File: src/rtl/r_backward_arbiter.sv
// r_backward_arbiter: merges AXI4 R beats from four slave ports onto one
// master port. Round-robin, burst-locked arbitration (a granted port keeps
// the output until its RLAST beat is accepted) feeding a one-entry
// registered output stage.
//
// Optional feature: define R_BACKWARD_WATCHDOG_EN to compile in a stall
// watchdog that releases a lock held by a silent port after TIMEOUT cycles
// and pulses ERRo for one cycle.
//
// state | meaning
// ------+-------------------------------------------------------------
// IDLE  | no grant; next port picked from valid inputs in ptr order
// LOCK  | port g owns the output until its RLAST beat is accepted

module r_backward_arbiter #(
  parameter int W       = 77,
  parameter int TIMEOUT = 255
) (
  input  logic         ACLK,
  input  logic         ARESETn,
  input  logic [W-1:0] DATA0i,
  input  logic [W-1:0] DATA1i,
  input  logic [W-1:0] DATA2i,
  input  logic [W-1:0] DATA3i,
  input  logic         VALID0i,
  input  logic         VALID1i,
  input  logic         VALID2i,
  input  logic         VALID3i,
  output logic         READY0i,
  output logic         READY1i,
  output logic         READY2i,
  output logic         READY3i,
  output logic [W-1:0] DATAo,
  output logic         VALIDo,
  input  logic         READYo,
  output logic         ERRo
);

  if (TIMEOUT < 1 || TIMEOUT > 65535) begin : g_bad_timeout
    $error("r_backward_arbiter: TIMEOUT out of range 1..65535");
  end

  typedef enum logic {IDLE, LOCK} state_t;

  state_t       state;
  logic [1:0]   g;
  logic [1:0]   ptr;

  logic [W-1:0] data_in [4];
  logic [3:0]   valid_in;
  logic [3:0]   ready_vec;
  logic         slot_free;
  logic         xfer;
  logic         beat_last;
  logic [1:0]   win;
  logic [1:0]   cand;
  logic         any_valid;
  logic         timeout_hit;

  assign data_in[0] = DATA0i;
  assign data_in[1] = DATA1i;
  assign data_in[2] = DATA2i;
  assign data_in[3] = DATA3i;
  assign valid_in   = {VALID3i, VALID2i, VALID1i, VALID0i};
  assign {READY3i, READY2i, READY1i, READY0i} = ready_vec;

  // The output register can take a beat when empty or draining this cycle.
  assign slot_free = ~VALIDo | READYo;
  assign xfer      = (state == LOCK) & valid_in[g] & slot_free;
  assign beat_last = data_in[g][0];

  // Only the locked port sees ready, and only while the slot is free.
  always_comb begin
    ready_vec = '0;
    if (state == LOCK && slot_free) ready_vec[g] = 1'b1;
  end

  // First valid port searching ptr, ptr+1, ptr+2, ptr+3 (mod 4).
  always_comb begin
    win       = '0;
    cand      = '0;
    any_valid = 1'b0;
    for (int i = 0; i < 4; i++) begin
      cand = ptr + 2'(i);
      if (!any_valid && valid_in[cand]) begin
        win       = cand;
        any_valid = 1'b1;
      end
    end
  end

`ifdef R_BACKWARD_WATCHDOG_EN
  logic [15:0] wd_cnt;
  logic        err_q;

  // A transfer in the same cycle wins over the timeout.
  assign timeout_hit = (state == LOCK) & ~xfer & (wd_cnt == 16'(TIMEOUT));
  assign ERRo        = err_q;
`else
  assign timeout_hit = 1'b0;
  assign ERRo        = 1'b0;
`endif

  // Grant FSM, round-robin pointer, output stage and optional watchdog.
  always_ff @(posedge ACLK or negedge ARESETn) begin
    if (!ARESETn) begin
      state  <= IDLE;
      g      <= '0;
      ptr    <= '0;
      DATAo  <= '0;
      VALIDo <= 1'b0;
`ifdef R_BACKWARD_WATCHDOG_EN
      wd_cnt <= '0;
      err_q  <= 1'b0;
`endif
    end else begin
`ifdef R_BACKWARD_WATCHDOG_EN
      err_q <= 1'b0;
`endif
      case (state)
        IDLE: begin
          if (any_valid) begin
            g     <= win;
            state <= LOCK;
`ifdef R_BACKWARD_WATCHDOG_EN
            wd_cnt <= '0;
`endif
          end
        end
        LOCK: begin
          if (timeout_hit) begin
            state <= IDLE;
            ptr   <= g + 2'd1;
`ifdef R_BACKWARD_WATCHDOG_EN
            err_q  <= 1'b1;
            wd_cnt <= '0;
`endif
          end else if (xfer && beat_last) begin
            state <= IDLE;
            ptr   <= g + 2'd1;
          end
`ifdef R_BACKWARD_WATCHDOG_EN
          // Only silent cycles count; backpressured cycles hold the count.
          if (xfer) wd_cnt <= '0;
          else if (!valid_in[g] && !timeout_hit) wd_cnt <= wd_cnt + 16'd1;
`endif
        end
        default: state <= IDLE;
      endcase

      if (xfer) begin
        DATAo  <= data_in[g];
        VALIDo <= 1'b1;
      end else if (READYo) begin
        VALIDo <= 1'b0;
      end
    end
  end

endmodule

File: config.mk
export PLATFORM = sky130hd
export DESIGN_NAME = r_backward_arbiter
export DESIGN_NICKNAME = d
export VERILOG_FILES = /design/src/rtl/r_backward_arbiter.sv
export SDC_FILE = /design/constraint.sdc
export NUM_CORES = 1
export LEC_CHECK = 0
export BUFFER_PORTS_ARGS = -buffer_cell sky130_fd_sc_hd__buf_2
export CORE_AREA = 4 4 151 153
export DETAILED_ROUTE_END_ITERATION = 7
export DIE_AREA = 0 0 155 157
export GPL_TIMING_DRIVEN = 1
export HOLD_SLACK_MARGIN = 0.05
export PLACE_DENSITY_LB_ADDON = 0.2
export SYNTH_ARGS = -nofsm -noshare
export SYNTH_HDL_FRONTEND = slang
export SYNTH_SLANG_ARGS = --single-unit
File: constraint.sdc
create_clock -name ACLK -period 6.19 [get_ports ACLK]
set_clock_uncertainty 0.2 [all_clocks]
set_input_delay 0.3095 -clock ACLK [delete_from_list [all_inputs] [get_ports ACLK]]
set_output_delay 0.3095 -clock ACLK [all_outputs]
set_load 0.01 [all_outputs]
### Word level (Yosys, flattened, before mapping)

Cells that the tools add are included.

| storage, ports and cells | value |
|---|---|
| register bits after elaboration | 83 |
| input bits | 315 |
| output and inout bits | 83 |
| logic and storage cells | 63 |

| cells by class | value |
|---|---|
| $add $sub $neg | 4 |
| magnitude comparators | 7 |
| muxes and demuxes | 29 |
| bitwise logic cells | 6 |
| reductions and logical operators | 12 |

Operator list:

| kind | count |
|---|---|
| 77-bit binary-select mux with 2-bit select | 1 |
| 77-bit 2-to-1 mux | 2 |
| 2-bit by 3-bit less-than comparator with 1-bit output, second input constant | 5 |
| 1-bit 2-to-1 mux | 14 |
| 1-bit binary-select mux with 2-bit select | 5 |
| 2-bit 2-to-1 mux | 4 |
| 1-bit logical AND | 6 |
| 2-bit by 1-bit adder with 2-bit output, second input constant | 2 |
| 2-bit adder, second input constant | 2 |
| 4-bit 2-to-1 mux | 1 |
| 2-bit AND reduction | 2 |
| 3-bit greater-or-equal comparator, second input constant | 1 |
| 1-bit logical NOT | 3 |
| 2-bit NOT with 3-bit output | 1 |
| 1-bit AND | 2 |
| 1-bit demux with 2-bit select | 1 |
| 2-bit by 1-bit greater-or-equal comparator with 1-bit output, second input constant | 1 |
| 1-bit NOT | 2 |
| 1-bit case mux with 2 select lines | 1 |
| 2-bit nonzero test | 1 |
| 1-bit OR | 1 |

### Logic depth before layout (Yosys ltp)

Gate-level depths: netlist (run 1).

| depth | value |
|---|---|
| depth after elaboration | 14 |
| depth in mapped cells | 7 |
| mapped depth without buffers | 4 |

### Worst setup path before layout (run 1)

No wires, ideal clock.

| timing | value |
|---|---|
| kind | flip-flop to output port |
| from | register g[1] |
| to | output port READY0i |
| arrival | 1.589 ns |
| data required time | 5.680 ns |
| slack | 4.091 ns |
| cell stages (with the launch flop) | 7 |
| buffers on the path | 3 |
| cell sequence | dfrtp_1 > clkbuf_1 > buf_2 > buf_1 > inv_1 > ha_1 > and3_1 |

| between the ends | value |
|---|---|
| cells in the longest elaborated chain, start to end | 5 |
| elaborated cells between the ends (all ways) | 6 |
| classes of those cells | order compare (2); mux (3); reduce/logical (1) |

Ends and longest elaborated chain:

| what | line | source |
|---|---|---|
| start: declaration | 46 | `logic [1:0] g;` |
| start signal: assignment | 123 | `g <= win;` |
| 2-bit by 3-bit less-than comparator with 1-bit output (not written as such) / 2-bit by 1-bit greater-or-equal comparator with 1-bit output (equally long branches) | 75 | `if (state == LOCK && slot_free) ready_vec[g] = 1'b1;` |
| 1-bit logical AND (not written as such) | 75 |  |
| 1-bit 2-to-1 mux (not written as such) | 75 |  |
| 1-bit demux with 2-bit select (*) | 75 |  |
| 4-bit 2-to-1 mux (*) | 75 |  |
| end: declaration | 29 | `output logic READY0i,` |

Mark *: on every way between the ends. The rest lies on a longest branch, timed or not.

### Worst setup path in the final report (run 1)

| timing | value |
|---|---|
| from | register g[1] |
| to | register DATAo[71] |

| between the ends | value |
|---|---|
| cells in the longest elaborated chain, start to end | 4 |
| elaborated cells between the ends (all ways) | 8 |
| classes of those cells | mux (5); bitwise (3) |

Ends and longest elaborated chain:

| what | line | source |
|---|---|---|
| 1-bit binary-select mux with 2-bit select / 2-bit NOT with 3-bit output (equally long branches) | 69, 152 |  |
| 1-bit 2-to-1 mux (not written as such) / 77-bit binary-select mux with 2-bit select (equally long branches) | 69, 152 |  |
| 1-bit AND / 77-bit 2-to-1 mux (equally long branches) (2 in series) | 69, 152 |  |
| end signal: assignment | 152 | `DATAo <= data_in[g];` |
| end: declaration | 33 | `output logic [W-1:0] DATAo,` |

Several ways; a longest one is shown, not always the timed one. The select of a mux whose other input is x is not followed.
A chain may end at the register's enable or synchronous reset.

==> results of run 1 <==
critical path: cells and delay by family (launching register included):
family	cells	cell delay, ns
flip-flops	1	1.14
multiplexers	2	0.80
AND/OR/NAND/NOR	1	0.60
buffers and inverters	1	0.54
final timing paths:
| kind | from | endpoint | cells after the start |
|---|---|---|---|
| hold / removal | VALID3i | g[1]$_DFFE_PN0P_ | 3 |
| setup / recovery | g[1]$_DFFE_PN0P_ | DATAo[71]$_DFFE_PN0P_ | 4 |
| min in group asynchronous | ARESETn | DATAo[52]$_DFFE_PN0P_ | 2 |
| setup reg to reg | g[1]$_DFFE_PN0P_ | DATAo[71]$_DFFE_PN0P_ | 4 |
| max in group asynchronous | ARESETn | g[0]$_DFFE_PN0P_ | 3 |
| hold reg to reg | DATAo[0]$_DFFE_PN0P_ | DATAo[0]$_DFFE_PN0P_ | 2 |
registers in the layout (all words and copies together), names as in the netlist:
register / count
DATAo: 77
state: 1
g: 2
VALIDo: 1
ptr: 2
routing by layer:
| metal | vias up | part of all wire | track usage | routed length [µm] |
|---|---|---|---|---|
| li1 | 1983 | - | - | - |
| met3 | 16 | 0.088 | 0.0407 | 1610 |
| met5 | - | 0 | 0 | 0 |
| met4 | 0 | 0.015 | 0.0404 | 267 |
| met2 | 235 | 0.52 | 0.247 | 9550 |
| met1 | 2194 | 0.37 | 0.171 | 6810 |
report_power, final:
group / leakage, nW / internal [W] / switching (W)
combinational: 2.53 / 0.00114 / 0.000777
sequential: 0.971 / 0.000839 / 0.000284
clock: 0.155 / 0.000364 / 0.000221
metrics by stage:
step	cells	instance area (µm²)
global placement	952	7340
global route	970	7680
finish	970	7680
detailed placement	952	7340
CTS	969	7680
floorplan	300	5140
area by class of cell:
type,count,area (µm²)
clock buffers,10,239
flip-flops and latches,83,2080
multi-input cells,186,2880
repair buffers,400,2020
clock inverters,6,88.8
diodes,1,2.50
fillers,2160,13900
well taps,280,350
inverters,4,15.0
cell families after synthesis:
logic type	Yosys count	synth area share
compound gates	9	0.0109
fa+ha+maj	4	0.00973
buf+inv	31	0.0375
flops	83	0.404
mux	157	0.520
other cells	1	0.000729
simple gates	15	0.0175
cells in the final DEF, fill, tap and decap left out, drive strengths merged, types with 2 or more instances in the layout:
cell type | netlist | routed
clkbuf | 5 | 10
buf | 22 | 399
mux4 | 78 | 78
mux2i | 2 | 2
inv | 4 | 4
o21ai | 3 | 3
and3 | 4 | 4
nand2 | 4 | 4
a21oi | 2 | 2
mux2 | 77 | 77
clkinv | 0 | 2
dfrtp | 83 | 83
ha | 4 | 4
nor2b | 2 | 2
bufinv | 0 | 2
clkinvlp | 0 | 2
what timing repair did:
item,CTS,global route
resized for setup,0,0
hold buffers,1,0
setup endpoints to repair,0,0
endpoints found under the hold margin,43,0
==> summary.md, run 1 <==
| Metric | Value |
|---|---|
| Outcome | complete, no violations |
| Post-CTS setup buffer count | 0 |
| Final Power | ~0.0036 W |
| Required time of the critical path | 6.21 ns |
| Dominant synthesized flop cell | dfrtp_1 |
| Synthesized area | 5140 µm² |
| DP HPWL | 14,700 µm |
| Startpoint Class | register |
| Clock Latency Late Sink | about 0.34 ns |
| Leakage | 3.66 nW |
| Slew margin rel. | 0.225 |
| 1st-iter DRT viols | between 150 and 200 |
| Initial Util | 0.239 |
| H-tree depth | 3 |
| Synth top cells by count | dfrtp_1, mux4_2, mux2_2 |
| Deepest clock path buffer count | 2 |
| Clock sink total | 83 |
| Initial antenna violation count | 1 |
| Pre-Repair DR Iteration Count | 6 |
| Count leader, synth | dfrtp_1 |
| Final setup violation count | 0 |
| Yosys Warn Count | 0 |
| Vias in the first global route | 4,830 |
| RSZ-0062 raised after global routing | false |
| Final period util | 0.554 |
| Top-area cell type share of the netlist area | 0.404 |
| Worst min-delay path category | in -> reg |
| Mapped Cells | 300 |
| Overall routing resource usage | 0.141 |
| Cell taking the most area after synthesis | dfrtp_1 |
| Total Die Area | 24,300 µm² |
| Chip Height | 157 µm |
| Final hold vios | 0 |
| CTS clk-pin slew, worst paths | 0.06 ns |
| Total CTS buffers | 9 |
| CP max stage cell | dfrtp_4 |
| Share of layout cells above drive strength 1 | 0.817 |
| Setup CP Type | reg -> reg |
| Drt wl/cell | 18.8 µm |
| # DRC | 0 |
| Area grow syn2layout | 49.3% |
| Antenna viol nets, final | 0 |
| Syn Area/Cell | 17.1 µm² |
| Area of the core | about 22,000 µm² |
| Slowest stage delay, CP | 1.14 ns |
| CP Capture Type | register |
| Post-synthesis async set-or-reset flop share | 1.00 |
| Setup TNS | 0 ns |
| Grt ovf | 0 |
| #FFs+latches synth | 83 |
| Power per cell area | around 470 nW/µm² |
| Min Clock Period, post-route | 3.43 ns |
| EDFF count, synth | 0 |
| Row Count | 54 |
| Worst-Margin Slew | 1.16 ns |
| Worst R2R Setup Slack | 2.76 ns |
| Ranking of synthesized cells by area | dfrtp_1, mux4_2, mux2_2 |
| CTS tree | built |
| Crit path max fanout | 81 |
| Arrival @ worst endpoint | 3.45 ns |
| Max VDD drop | 0.174 mV |
| Netlist cell types | 29 |
| Worst setup margin | 2.76 ns |
| RePlAce Congestion | a little over 0.9 |
| First-pass GRT wire length | about 27,000 µm |
| Cell Chain, Critical Path | mux4_2 -> nand3_4 -> buf_4 -> mux2_1 |
| Max-Cap Viols | 0 |
| Drt total wl | around 18,000 µm |
| Final Hold Slack | around 0.13 ns |
| Largest net degree at the start of global routing | 82 |
| Nets | 1,003 |
| Util after Layout | 0.356 |
| Die Width | 155 µm |
| Vias/cell | 4.56 |
| IO Port Bufs | 396 |
| Post-synthesis sequential area ratio | 0.404 |
| Pre-CTS setup slack | 2.58 ns |
| Final Max Tran Viols | 0 |
| Syn Nets | 619 |
| Ports | 398 |
| Vias post-DR | 4,428 |
| Highest clock rate | 0.292 GHz |
| Root Buffer | clkbuf_16 |
(Power assumes the default switching activity.)
==> run 2: changes to the inputs <==
--- a/config.mk
+++ b/config.mk
@@ -5,10 +5,11 @@
 export SDC_FILE = /design/constraint.sdc
 export NUM_CORES = 1
 export LEC_CHECK = 0
+export ABC_AREA = 1
 export BUFFER_PORTS_ARGS = -buffer_cell sky130_fd_sc_hd__buf_2
-export CORE_AREA = 4 4 151 153
+export CORE_AREA = 4 4 154 156
 export DETAILED_ROUTE_END_ITERATION = 7
-export DIE_AREA = 0 0 155 157
+export DIE_AREA = 0 0 158 160
 export GPL_TIMING_DRIVEN = 1
 export HOLD_SLACK_MARGIN = 0.05
 export PLACE_DENSITY_LB_ADDON = 0.2
==> constraint.sdc (replaced) <==
create_clock -name ACLK -period 3 [get_ports ACLK]
set_clock_uncertainty 0.2 [all_clocks]
set_input_delay 0.15 -clock ACLK [delete_from_list [all_inputs] [get_ports ACLK]]
set_output_delay 0.15 -clock ACLK [all_outputs]
set_load 0.01 [all_outputs]
==> summary.md, run 2 <==
| Metric | Value |
|---|---|
| Antenna viol nets, final | 0 (unchanged) |
| Row Count | 55 (was 54) |
| RSZ-0062 raised after global routing | false (unchanged) |
| Setup CP Type | reg -> reg (unchanged) |
| Highest clock rate | 0.383 GHz (was 0.292 GHz) |
| Leakage | 4.96 nW (was 3.66 nW) |
| Syn Nets | 1,183 (was 619) |
| Yosys Warn Count | 0 (unchanged) |
| Area after DPL | 7700 µm² (was 7340 µm²) |
| Worst min-delay path category | in -> reg (unchanged) |
| Min Clock Period, post-route | 2.61 ns (was 3.43 ns) |
| DP HPWL | 17,100 µm (was 14,700 µm) |
| Pre-Repair DR Iteration Count | 5 (was 6) |
| Grt ovf | 0 (unchanged) |
| Cell taking the most area after synthesis | dfrtp_1 (unchanged) |
| Fin area | 9380 µm² (was 7680 µm²) |
| Setup TNS | 0 ns (unchanged) |
| Worst-Margin Slew | 0.593 ns (was 1.16 ns) |
| Final Max Tran Viols | 0 (unchanged) |
| Vias post-DR | 7,614 (was 4,428) |
| Largest net degree at the start of global routing | 99 (was 82) |
| Drt total wl | 24,100 µm (was 18,200 µm) |
| Syn Area/Cell | 6.41 µm² (was 17.1 µm²) |
| #FFs+latches synth | 83 (unchanged) |
| Synthesized area | 5530 µm² (was 5140 µm²) |
| Mapped Cells | 864 (was 300) |
| Multi-input gate area | 3070 µm² (was 2880 µm²) |
| CTS clk-pin slew, worst paths | 0.06 ns (about the same) |
| CP Capture Type | register (unchanged) |
| Final setup violation count | 0 (unchanged) |
| Outcome | complete, no violations (unchanged) |
| Crit path max fanout | 55 (was 81) |
| Count leader, synth | nand2_1 (was dfrtp_1) |
| Final Power | 0.00910 W (was 0.00362 W) |
| Clock Latency Late Sink | 0.33 ns (was 0.34 ns) |
| Total CTS buffers | 9 (unchanged) |
| Max VDD drop | 0.718 mV (was 0.174 mV) |
| EDFF count, synth | 0 (unchanged) |
| Top reg by flops | DATAo (unchanged) |
| Largest regs | DATAo: 77 flops, g: 2 flops, ptr: 2 flops (unchanged) |
| Dominant synthesized flop cell | dfrtp_1 (unchanged) |
| Final hold vios | 0 (unchanged) |
| Nets | 1,671 (was 1,003) |
| Vias in the first global route | 7,445 (was 4,830) |
| Max reg flops | 77 (unchanged) |
| Commonest non-fill, non-tap cell in the layout | buf_2 (unchanged) |
| Power per cell area | 970 nW/µm² (was 472 nW/µm²) |
| 1st-iter DRT viols | 427 (was 162) |
| Initial Util | 0.247 (was 0.239) |
| Worst R2R Setup Slack | 0.39 ns (was 2.76 ns) |
| Total Die Area | 25,300 µm² (was 24,300 µm²) |
| Deepest clock path buffer count | 2 (unchanged) |
| Final period util | 0.870 (was 0.554) |
| Clock sink total | 83 (unchanged) |
| Chip Height | 160 µm (was 157 µm) |
| RePlAce Congestion | 0.806 (was 0.908) |
| Share of layout cells above drive strength 1 | 0.316 (was 0.817) |
| Area of the core | 22,400 µm² (was 21,600 µm²) |
| H-tree depth | 3 (unchanged) |
| First-pass GRT wire length | 36,800 µm (was 26,700 µm) |
| Ranking of synthesized cells by area | dfrtp_1, nand2_1, o21ai_0 (was dfrtp_1, mux4_2, mux2_2) |
| CTS tree | built (unchanged) |
| Ports | 398 (unchanged) |
| Vias/cell | 4.64 (was 4.56) |
| Root Buffer | clkbuf_16 (unchanged) |
| Required time of the critical path | 3.08 ns (was 6.21 ns) |
| Startpoint Class | register (unchanged) |
| Arrival @ worst endpoint | 2.69 ns (was 3.45 ns) |
| FF+latch area | 2080 µm² (about the same) |
| Final Hold Slack | 0.0482 ns (was 0.132 ns) |
| Netlist cell types | 21 (was 29) |
| Area grow syn2layout | 69.5% (was 49.3%) |
| Drt wl/cell | 14.7 µm (was 18.8 µm) |
| Die Width | 158 µm (was 155 µm) |
| Synth top cells by count | nand2_1, nor2_1, o21ai_0 (was dfrtp_1, mux4_2, mux2_2) |
| IO Port Bufs | 396 (unchanged) |
| Post-synthesis async set-or-reset flop share | 1.00 (unchanged) |
| Overall routing resource usage | 0.179 (was 0.141) |
| Slew margin rel. | 0.604 (was 0.225) |
| Post-synthesis sequential area ratio | 0.375 (was 0.404) |
| Top-area cell type share of the netlist area | 0.375 (was 0.404) |
| Initial antenna violation count | 1 (unchanged) |
| # fillers | 2,389 (was 2,160) |
| Max-Cap Viols | 0 (unchanged) |
| Most frequent cells in the layout | buf_2, nand2_1, nor2_1 (was buf_2, dfrtp_1, mux4_2) |
| # DRC | 0 (unchanged) |
[run 2: worst paths after layout]
| kind | from | endpoint | depth (start not counted) |
|---|---|---|---|
| worst max-delay path | g[0]$_DFFE_PN0P_ | DATAo[70]$_DFFE_PN0P_ | 7 |
| worst min-delay path | DATA0i[13] | DATAo[13]$_DFFE_PN0P_ | 5 |
| worst max register to register | g[0]$_DFFE_PN0P_ | DATAo[70]$_DFFE_PN0P_ | 7 |
| worst min register to register | DATAo[51]$_DFFE_PN0P_ | DATAo[51]$_DFFE_PN0P_ | 2 |
| max in group asynchronous | ARESETn | DATAo[67]$_DFFE_PN0P_ | 3 |
| min in group asynchronous | ARESETn | DATAo[35]$_DFFE_PN0P_ | 2 |
[run 2: what timing repair did]
action,CTS,global route
gates resized for setup,0,1
setup buffers,0,0
hold buffers,137,0
endpoints found under the hold margin,117,0
setup endpoints to repair,0,3
[run 2: critical path: stages, from the launching register on]
cell and delay [ns]:
dfrtp_4 0.68, inv_4 0.18, buf_4 0.45, o21ai_0 0.16, o22ai_1 0.16, dlygate4sd3_1 0.57, nand2_1 0.05, nand2_1 0.07
[run 2: cell families after synthesis]
family / Yosys count / share of synthesized area
simple gates: 450 / 0.308
other cells: 1 / 0.000678
compound gates: 240 / 0.236
buf+inv: 86 / 0.0701
flops: 83 / 0.375
fa+ha+maj: 4 / 0.00904
[run 2: metrics by stage]
step	setup WS, ns	std cells	util
after global routing	0.176	1642	0.420
final	0.389	1642	0.420
after detailed placement	0.533	1489	0.344
after CTS	0.216	1641	0.419
after global placement	0.564	1489	0.344
after floorplan	1.23	864	-
[run 2: area by class of cell]
cell class | instances | area share
Antenna cell | 1 | 0.000267
Clock buffer | 11 | 0.0269
Clock inverter | 4 | 0.00533
Inverter | 18 | 0.00747
Multi-Input combinational cell | 695 | 0.327
Sequential cell | 83 | 0.222
Tap cell | 285 | 0.0380
Timing Repair Buffer | 545 | 0.373
[run 2: report_power, final]
part,total (W),switching [W],internal (W)
Combinational,0.00590,0.00337,0.00253
Sequential,0.00207,0.000377,0.00170
Clock,0.00113,0.000448,0.000684
Total,0.00910,0.00419,0.00491
[run 2: metal layers]
metal | routed length, µm | GRT usage
met1 | 9620 | 0.203
met2 | 11800 | 0.327
met3 | 2220 | 0.0469
met4 | 484 | 0.0516
met5 | 0 | 0
